$ cat src/rtl/cpu_pkg.sv
// cpu_pkg: opcode and FSM state enums plus instruction field positions for multicycle_cpu
package cpu_pkg;
  typedef enum logic [3:0] {
    OP_LD   = 4'd0,
    OP_ST   = 4'd1,
    OP_ADD  = 4'd2,
    OP_SUB  = 4'd3,
    OP_AND  = 4'd4,
    OP_OR   = 4'd5,
    OP_XOR  = 4'd6,
    OP_SLT  = 4'd7,
    OP_ADDI = 4'd8,
    OP_NOP  = 4'd9
  } opcode_e;
  typedef enum logic [2:0] {S_IDLE, S_DECODE, S_EXEC, S_MEM, S_WB} state_e;
  localparam int OPC_W   = 4;
  localparam int IMM_LSB = 0;
  function automatic int rd_lsb(input int rb, input int dw);
    return dw + 0 * rb;
  endfunction
  function automatic int rs2_lsb(input int rb, input int dw);
    return rb + dw;
  endfunction
  function automatic int rs1_lsb(input int rb, input int dw);
    return 2 * rb + dw;
  endfunction
  function automatic int opc_lsb(input int rb, input int dw);
    return 3 * rb + dw;
  endfunction
endpackage

$ cat src/rtl/cpu_regfile.sv
// cpu_regfile: 2^RB x DW register file, r0 hardwired to zero
// Ports: clk, rst (async active-low clear), i_rs1/i_rs2/i_dbg read selects with
// combinational o_rs1/o_rs2/o_dbg data, i_we/i_wa/i_wd synchronous write port.
module cpu_regfile #(
  parameter int DW = 8,
  parameter int RB = 2
) (
  input  logic          clk,
  input  logic          rst,
  input  logic [RB-1:0] i_rs1,
  input  logic [RB-1:0] i_rs2,
  input  logic [RB-1:0] i_dbg,
  input  logic          i_we,
  input  logic [RB-1:0] i_wa,
  input  logic [DW-1:0] i_wd,
  output logic [DW-1:0] o_rs1,
  output logic [DW-1:0] o_rs2,
  output logic [DW-1:0] o_dbg
);
  logic [DW-1:0] r_regs [2**RB];
  always_ff @(posedge clk or negedge rst) begin
    if (!rst) begin
      for (int i = 0; i < 2**RB; i++) r_regs[i] <= '0;
    end else if (i_we && i_wa != '0) begin
      r_regs[i_wa] <= i_wd;
    end
  end
  assign o_rs1 = (i_rs1 == '0) ? '0 : r_regs[i_rs1];
  assign o_rs2 = (i_rs2 == '0) ? '0 : r_regs[i_rs2];
  assign o_dbg = (i_dbg == '0) ? '0 : r_regs[i_dbg];
endmodule

$ cat src/rtl/multicycle_cpu.sv
// multicycle_cpu: IDLE/DECODE/EXEC/MEM/WB multicycle core with register file and data memory
// Ports: clk, rst (async active-low), instr_valid/instr/instr_ready accept handshake,
// instr_done retire pulse, result_valid/result writeback, illegal sticky flag,
// flags {neg,carry,zero}, dbg_sel/dbg_data register peek.
// Optional macro CPU_FLAGS_EN: when defined, ALU ops and ADDI update flags in EXEC;
// otherwise flags reads 3'b000.
module multicycle_cpu
  import cpu_pkg::*;
#(
  parameter int DATA_WIDTH = 8,
  parameter int ADDR_BITS  = 5,
  parameter int REG_BITS   = 2,
  localparam int INSTR_WIDTH = OPC_W + 3 * REG_BITS + DATA_WIDTH
) (
  input  logic                   clk,
  input  logic                   rst,
  input  logic                   instr_valid,
  input  logic [INSTR_WIDTH-1:0] instr,
  output logic                   instr_ready,
  output logic                   instr_done,
  output logic                   result_valid,
  output logic [DATA_WIDTH-1:0]  result,
  output logic                   illegal,
  output logic [2:0]             flags,
  input  logic [REG_BITS-1:0]    dbg_sel,
  output logic [DATA_WIDTH-1:0]  dbg_data
);
  localparam int OPC_LSB = opc_lsb(REG_BITS, DATA_WIDTH);
  localparam int RS1_LSB = rs1_lsb(REG_BITS, DATA_WIDTH);
  localparam int RS2_LSB = rs2_lsb(REG_BITS, DATA_WIDTH);
  localparam int RD_LSB  = rd_lsb(REG_BITS, DATA_WIDTH);
  state_e                  r_state, w_next;
  logic [INSTR_WIDTH-1:0]  r_instr;
  logic [DATA_WIDTH-1:0]   r_res;
  logic                    r_illegal;
  logic [DATA_WIDTH-1:0]   r_mem [2**ADDR_BITS];
  opcode_e                 w_op;
  logic [REG_BITS-1:0]     w_rs1a, w_rs2a, w_rda;
  logic [DATA_WIDTH-1:0]   w_imm, w_rs1, w_rs2, w_b, w_alu;
  logic [ADDR_BITS-1:0]    w_addr;
  logic                    w_is_mem, w_is_alu, w_bad_op;
  assign w_op     = opcode_e'(r_instr[OPC_LSB +: OPC_W]);
  assign w_rs1a   = r_instr[RS1_LSB +: REG_BITS];
  assign w_rs2a   = r_instr[RS2_LSB +: REG_BITS];
  assign w_rda    = r_instr[RD_LSB +: REG_BITS];
  assign w_imm    = r_instr[IMM_LSB +: DATA_WIDTH];
  assign w_bad_op = r_instr[OPC_LSB +: OPC_W] > 4'd9;
  assign w_is_mem = w_op == OP_LD || w_op == OP_ST;
  assign w_is_alu = !w_bad_op && w_op >= OP_ADD && w_op <= OP_ADDI;
  assign w_b      = (w_op == OP_ADDI) ? w_imm : w_rs2;
  assign w_addr   = ADDR_BITS'({1'b0, w_rs1} + {1'b0, w_imm});
  assign w_alu = w_op == OP_SUB ? w_rs1 - w_rs2 :
                 w_op == OP_AND ? w_rs1 & w_rs2 :
                 w_op == OP_OR  ? w_rs1 | w_rs2 :
                 w_op == OP_XOR ? w_rs1 ^ w_rs2 :
                 w_op == OP_SLT ? DATA_WIDTH'(w_rs1 < w_rs2) :
                 w_rs1 + w_b;
  cpu_regfile #(.DW(DATA_WIDTH), .RB(REG_BITS)) u_rf (
    .clk   (clk),
    .rst   (rst),
    .i_rs1 (w_rs1a),
    .i_rs2 (w_rs2a),
    .i_dbg (dbg_sel),
    .i_we  (result_valid),
    .i_wa  (w_rda),
    .i_wd  (r_res),
    .o_rs1 (w_rs1),
    .o_rs2 (w_rs2),
    .o_dbg (dbg_data)
  );
  always_comb begin
    w_next       = r_state;
    instr_ready  = 1'b0;
    instr_done   = 1'b0;
    result_valid = 1'b0;
    case (r_state)
      S_IDLE: begin
        instr_ready = 1'b1;
        w_next      = instr_valid ? S_DECODE : S_IDLE;
      end
      S_DECODE: w_next = S_EXEC;
      S_EXEC: begin
        w_next     = w_is_mem ? S_MEM : w_is_alu ? S_WB : S_IDLE;
        instr_done = !w_is_mem && !w_is_alu;
      end
      S_MEM: begin
        w_next     = (w_op == OP_LD) ? S_WB : S_IDLE;
        instr_done = w_op != OP_LD;
      end
      S_WB: begin
        w_next       = S_IDLE;
        instr_done   = 1'b1;
        result_valid = 1'b1;
      end
      default: w_next = S_IDLE;
    endcase
  end
  always_ff @(posedge clk or negedge rst) begin
    if (!rst) begin
      r_state   <= S_IDLE;
      r_instr   <= '0;
      r_res     <= '0;
      r_illegal <= 1'b0;
    end else begin
      r_state <= w_next;
      if (instr_ready && instr_valid) r_instr <= instr;
      if (r_state == S_EXEC && w_is_alu) r_res <= w_alu;
      if (r_state == S_MEM && w_op == OP_LD) r_res <= r_mem[w_addr];
      if (r_state == S_EXEC && w_bad_op) r_illegal <= 1'b1;
    end
  end
  // Memory is deliberately outside the reset domain so its contents survive rst.
  always_ff @(posedge clk) begin
    if (r_state == S_MEM && w_op == OP_ST) r_mem[w_addr] <= w_rs2;
  end
  assign result  = r_res;
  assign illegal = r_illegal;
`ifdef CPU_FLAGS_EN
  logic [2:0] r_flags;
  logic       w_carry;
  // ADD/ADDI report carry-out, SUB reports borrow, logic ops and SLT clear it.
  assign w_carry = (w_op == OP_ADD || w_op == OP_ADDI) ?
                   1'(({1'b0, w_rs1} + {1'b0, w_b}) >> DATA_WIDTH) :
                   (w_op == OP_SUB) ? (w_rs1 < w_rs2) : 1'b0;
  always_ff @(posedge clk or negedge rst) begin
    if (!rst) r_flags <= '0;
    else if (r_state == S_EXEC && w_is_alu) r_flags <= {w_alu[DATA_WIDTH-1], w_carry, w_alu == '0};
  end
  assign flags = r_flags;
`else
  assign flags = 3'b000;
`endif
endmodule

$ cat config.mk
export PLATFORM = sky130hd
export DESIGN_NAME = multicycle_cpu
export DESIGN_NICKNAME = d
export VERILOG_FILES = /design/src/rtl/cpu_pkg.sv /design/src/rtl/cpu_regfile.sv /design/src/rtl/multicycle_cpu.sv
export SDC_FILE = /design/constraint.sdc
export NUM_CORES = 1
export LEC_CHECK = 0
export CORE_AREA = 2 2 194 196
export DETAILED_ROUTE_END_ITERATION = 7
export DIE_AREA = 0 0 196 198
export GPL_ROUTABILITY_DRIVEN = 0
export HOLD_SLACK_MARGIN = 0.05
export PLACE_DENSITY = 0.67
export SLEW_MARGIN = 10
export SYNTH_ARGS = -nofsm -noshare
export SYNTH_HDL_FRONTEND = slang
export SYNTH_HIERARCHICAL = 1
export SYNTH_SLANG_ARGS = --single-unit
$ cat constraint.sdc
create_clock -name clk -period 4.1 [get_ports clk]
set_input_delay 0.82 -clock clk [delete_from_list [all_inputs] [get_ports clk]]
set_output_delay 0.82 -clock clk [all_outputs]
set_load 0.05 [all_outputs]
Yosys cells after proc, flatten, opt, wreduce, memory -nomap -nowiden
Memory sizes are Yosys's and may differ from the RTL's.
Index checks and enable logic that the tools add are counted.
W data, S select, Z words.
- flip-flop bits (word level): 62
- memory bits (writable): 256
- bits of input ports: 23
- output and inout port bits: 23
- logic and storage cells: 94
- memories: 1
- memories (memory ; words ; width ; read ports ; clocked after memory_dff ; wr ports ; RTL line ; text):
    r_mem ; 32 ; 8 ; 1 ; 0 ; 1 ; multicycle_cpu.sv:36 ; logic [DATA_WIDTH-1:0] r_mem [2**ADDR_BITS];
- add/subtract/negate cells: 3
- magnitude comparators: 9
- equality and inequality tests: 11
- mux-type cells: 33
- bitwise operators: 7
- reductions and logical operators: 22
- operators by type and width (cell ; number):
    $mux W8 ; 18
    $bmux W8 S2 ; 3
    $bwmux W32 ; 1
    $demux W8 S2 ; 1
    $eq A4 B3 Y1 const B ; 4
    $ge A3 B3 Y1 const B ; 4
    $not A2 Y3 ; 4
    $pmux W3 S4 ; 1
    $logic_and A1 B1 Y1 ; 10
    $mux W3 ; 3
    $add A8 B8 Y8 ; 1
    $and A8 B8 Y8 ; 1
    $lt A8 B8 Y1 ; 1
    $or A8 B8 Y8 ; 1
    $sub A8 B8 Y8 ; 1
    $xor A8 B8 Y8 ; 1
    $eq A3 B2 Y1 const B ; 2
    $logic_not A2 Y1 ; 3
    $add A5 B5 Y5 ; 1
    $mux W1 ; 5
    $eq A4 B1 Y1 const B ; 1
    $eq A4 B2 Y1 const B ; 1
    $eq A4 B4 Y1 const B ; 1
    $ge A4 B2 Y1 const B ; 1
    12 further kinds ; 15

Logic depth before layout (Yosys ltp)
- depth in word-level cells: 14
- gate-level depth with buffers: 15
- depth with buffers taken out: 13

Hierarchy
Netlist, hierarchy kept.
- modules (own cells, without submodules) (module ; times used ; cells each ; area an instance (µm²) ; sequential area each (µm²)):
    multicycle_cpu ; 1 ; 810 ; 12977.4 ; 8438.1
    cpu_regfile ; 1 ; 113 ; 1465.2 ; 600.6

Least setup slack after synthesis
Ideal clock, no wire load.
- path type: register to register
- start point: register r_instr[12]
- end point: memory r_mem[12][0] (enable)
- library setup time: 0.383 ns
- arrival time: 3.392 ns
- required time: 3.717 ns
- setup slack: 0.324 ns
- cell stages (with the launch flop): 12
- buffers on the path: 5
- period minus slack after synthesis: 3.776 ns
- cells stage by stage: dfrtp_1 -> buf_6 -> nor2b_1 -> clkbuf_1 -> a22o_1 -> ha_1 -> fa_1 -> buf_2 -> buf_1 -> or3_1 -> clkbuf_1 -> nor3_1
- longest elaborated chain between the ends: 6
- elaborated cells between the ends (all ways): 7
- those cells by class: add/sub (1); mux (4); bitwise (1); reduce/logical (1)
- ends and longest elaborated chain (what ; RTL line ; text):
    from (decl) ; multicycle_cpu.sv:33 ; logic [INSTR_WIDTH-1:0] r_instr;
    from (signal assigned) ; multicycle_cpu.sv:106 ; if (instr_ready && instr_valid) r_instr <= instr;
    $not A2 Y3 (implied by the code) ; cpu_regfile.sv:28 ; assign o_rs1 = (i_rs1 == '0) ? '0 : r_regs[i_rs1];
    $bmux W8 S2 ; cpu_regfile.sv:28 ;
    $mux W8 (implied by the code) (2 in series) ; cpu_regfile.sv:28 ;
    $mux W8 (*) ; cpu_regfile.sv:28 ;
    net w_rs1[0] ; multicycle_cpu.sv:39 ; logic [DATA_WIDTH-1:0] w_imm, w_rs1, w_rs2, w_b, w_alu;
    $add A5 B5 Y5 (*) ; multicycle_cpu.sv:51 ; assign w_addr = ADDR_BITS'({1'b0, w_rs1} + {1'b0, w_imm});
    to (decl) ; multicycle_cpu.sv:36 ;
Mark *: on every way through the listed nets, which the timed path passes. The rest lies on a longest branch. The select of a mux whose other input is x is not followed.

Worst setup path in the final report
- start point: register r_instr[12]
- end point: register r_res[0], in the netlist result[0]
- longest elaborated chain between the ends: 13
- elaborated cells between the ends (all ways): 21
- those cells by class: add/sub (3); order compare (1); mux (11); bitwise (4); reduce/logical (1); memory (1)
- ends and longest elaborated chain (what ; RTL line ; text):
    $not A2 Y3 (implied by the code) ; cpu_regfile.sv:28 ;
    $bmux W8 S2 ; cpu_regfile.sv:28 ;
    $mux W8 (implied by the code) (2 in series) ; cpu_regfile.sv:28 ;
    $mux W8 (*) ; cpu_regfile.sv:28 ;
    net w_rs1[0] ; multicycle_cpu.sv:39 ;
    $add A8 B8 Y8 or $lt A8 B8 Y1 (tied branches) ; multicycle_cpu.sv:57, multicycle_cpu.sv:56 ;
    $mux W8 ; multicycle_cpu.sv:56 ; w_op == OP_SLT ? DATA_WIDTH'(w_rs1 < w_rs2) :
    $mux W8 ; multicycle_cpu.sv:55 ; w_op == OP_XOR ? w_rs1 ^ w_rs2 :
    $mux W8 ; multicycle_cpu.sv:54 ; w_op == OP_OR ? w_rs1 | w_rs2 :
    $mux W8 ; multicycle_cpu.sv:53 ; w_op == OP_AND ? w_rs1 & w_rs2 :
    $mux W8 ; multicycle_cpu.sv:52 ; assign w_alu = w_op == OP_SUB ? w_rs1 - w_rs2 :
    $mux W8 ; multicycle_cpu.sv:107 ; if (r_state == S_EXEC && w_is_alu) r_res <= w_alu;
    $mux W8 (*) ; multicycle_cpu.sv:108 ; if (r_state == S_MEM && w_op == OP_LD) r_res <= r_mem[w_addr];
    to (signal assigned) ; multicycle_cpu.sv:107 ;
    to (signal assigned) ; multicycle_cpu.sv:108 ;
    to (decl) ; multicycle_cpu.sv:34 ; logic [DATA_WIDTH-1:0] r_res;
Marked as above.
A chain may end at the register's enable or synchronous reset.

==> flow_summary_export.csv <==
group,metric,value,unit
status,status,"complete, no violations",
clocking,clockRootBuffer,"clkbuf_16",
synthesis,synth_seq_area_share,0.626,
final_layout,drive_gt1_frac,0.256,
sta,relSlewSlack,0.357,
worst_setup_path,cp-start-kind,"flip-flop",
sta,tightestPinTransition,965,ps
sta,maxSlewViolCount,0,
worst_setup_path,r2r-end,"result[0]",
sta,setup_violations,0,
pwr,cellPowerDensity,850,nW/um^2
synthesis,yosys_warnings,6,
route,avgRoutedWirePerCell,23.2,um
synthesis,yosysMostFrequentCell,"edfxtp_1",
clocking,cts_tree,"yes",
worst_setup_path,critPathArrivalTime,4220,ps
synthesis,ys_types,65,
hold_path,min_path_type,"in2async",
synthesis,synth_edf_count,256,
worst_setup_path,r2r_cells,10,
worst_setup_path,critical_path_buf_inv_count,1,
clocking,cts.sinks,310,
synthesis,ys_ff_latch,310,
route,drt_pass1_iterations,7,
route,drt_iter0_drc,959,
pwr,ir_drop,0.421,mV
route,ant_nets,0,
clocking,cts_buffers,31,
floorplanning,io_pins,46,
flow_run,cap_violations,0,
final_layout,diodes,0,
worst_setup_path,worstPathRequired,4560,ps
floorplanning,core,37000,sq um
final_layout,multi_input_comb_area,5020,sq um
clocking,cts_max_level,1,
grt,grt.total_usage,0.184,
clocking,clock_latency,580,ps
route,avgViaCountPerCell,5.70,
synthesis,synthFlopType,"edfxtp_1",
floorplanning,rows,71,
worst_setup_path,path_class,"reg2reg",
route,drc,0,
sta,max_clock_freq,266,MHz
synthesis,synthTopCellsByCount,"256 x edfxtp_1, 64 x mux2_2, 54 x dfrtp_1",
place,io_buffers,42,
grt,grt_pass1_vias,8741,
synthesis,yosys.area.top_type,"edfxtp_1",
clocking,hold_buffers,0,
worst_setup_path,rrSetupSlack,340,ps
grt,overflow,0,
pwr,p_total,0.0144,W
worst_setup_path,cp_top_family,"compound AO/OA/AOI/OAI gates",
worst_setup_path,critical_path.max_fanout,25,
sta,rsz0062_at_grt,"no",
floorplanning,die_w,196,um
synthesis,synth_mux_area_frac,0.166,
floorplanning,fp.dieH,198,um
grt,grt_max_degree,40,
clocking,cts_resized,0,
final_layout,register_area,9040,sq um
grt,grt_antenna_before_repair,1,
final_layout,area_delta_synth_final,16.9,%
place,dpl.hpwl,23600,um
worst_setup_path,slowest_stage,"ha_4",
worst_setup_path,max_stage_delay,630,ps
final_layout,fillCellCount,3187,
pwr,leakagePower,6.03,nW
sta,final.setup.tns,0,ps
floorplanning,die_area,38800,sq um
synthesis,synth_top_area_frac,0.532,
synthesis,yosys.area_share.simple,0.0619,
synthesis,netlist_top_cells_area,"edfxtp_1 53%, dfrtp_1 9.4%, mux4_2 8.1%",
synthesis,async_flop_share,0.174,
sta,post-route-period-util,0.918,
sta,hold_viol_final,0,
worst_setup_path,rr_startpoint,"r_instr[12]",
synthesis,syn_area,14400,sq um
synthesis,synthesis.instances,923,
sta,finalClockSkew,14.8,ps
synthesis,synth_fa_ha_area_frac,0.0345,
final_layout,nets,1085,
route,wirelength,35400,um
synthesis,synth_xor_area_frac,0.00728,
clocking,post-cts-setup-buffers,0,
grt,grt_pass1_wl,53900,um
clocking,clkTransAtPathRegs,70,ps
synthesis,synth_top_family_by_area,"multiplexers",
route,via_count,8678,
floorplanning,start_util,0.391,
worst_setup_path,cp_cell_sequence,"mux2_2 > a22o_1 > ha_4 > buf_12 > mux4_2 > and2_1 > a2111oi_0 > a311oi_1 > o21ai_1 > nand3_1",
synthesis,synth_compound_area_frac,0.0745,
worst_setup_path,worst_setup_path_end_kind,"flip-flop",
clocking,clk_path_buf_depth,3,
synthesis,avgSynthCellArea,15.6,sq um
sta,post-route-min-period,3760,ps
-- per-stage QoR --
stage / utilization / cells / worst slack [ps] / hold WS, ps / cell area, sq um
detailed placement: 0.428 / 1465 / 420 / 459 / 15800
floorplan: - / 925 / 324 / 474 / 14500
CTS: 0.457 / 1523 / 384 / 398 / 16900
global placement: 0.428 / 1465 / 494 / 448 / 15800
finish: 0.457 / 1523 / 336 / 385 / 16900
global route: 0.457 / 1523 / 154 / 459 / 16900
-- where the power goes --
group	internal (W)	switching (W)
Sequential	0.00393	0.000302
Clock	0.00180	0.00122
Combinational	0.00295	0.00416
-- layer usage --
| metal | GRT usage | share of wire | up-vias |
|---|---|---|---|
| met4 | 0.0586 | 0.029 | 0 |
| met3 | 0.0262 | 0.067 | 66 |
| met2 | 0.309 | 0.48 | 347 |
| met5 | 0 | 0 | - |
| li1 | - | - | 3861 |
| met1 | 0.249 | 0.42 | 4404 |
-- how the worst max path moves through the flow --
stage / slack [ps] / end / from / depth (start not counted)
after CTS: 380 / result[0] / r_instr[12] / 10
after global placement: 490 / result[0] / r_instr[12] / 10
after detailed placement: 420 / result[0] / r_instr[12] / 10
after floorplan: 320 / r_mem[12][0] / r_instr[12] / 11
after global routing: 150 / r_mem[27][2] / r_instr[12] / 10
final: 340 / result[0] / r_instr[12] / 10
-- state kept, by name (all words and copies together), names as in the netlist --
signal / count
illegal: 1
r_instr: 18
r_mem: 256
r_state: 3
result: 8
u_rf/r_regs: 24
-- final cells by class --
type	count	share of cell area
clock buffer	35	0.0480
sequential	310	0.535
inverter	27	0.00600
tap	474	0.0351
multi-input combinational	530	0.297
clock inverter	23	0.0164
timing repair buffer	124	0.0621
-- placed cells by master, fill, tap and decap left out, types with 12 or more instances in the layout --
cell,n
edfxtp_1,256
buf_4,87
mux2_2,64
dfrtp_1,54
mux4_2,52
o21ai_0,39
ha_1,34
nor3_1,33
clkdlybuf4s50_1,33
nor2_1,32
nand3_1,32
a21oi_1,31
clkbuf_16,31
nand2_1,27
inv_1,27
a22o_1,22
mux2i_1,17
mux4_1,12
-- kinds of logic (layout without fill, tap and decap cells) --
family / count (synthesis) / count (layout)
XOR/XNOR: 12 / 12
buffers and inverters: 85 / 209
flip-flops: 310 / 310
AO/OA/AOI/OAI: 159 / 159
multiplexers: 147 / 147
adder cells (fa/ha/maj): 38 / 38
other: 1 / 3
AND/OR/NAND/NOR: 171 / 171
Power figures use the tool's default switching activity.
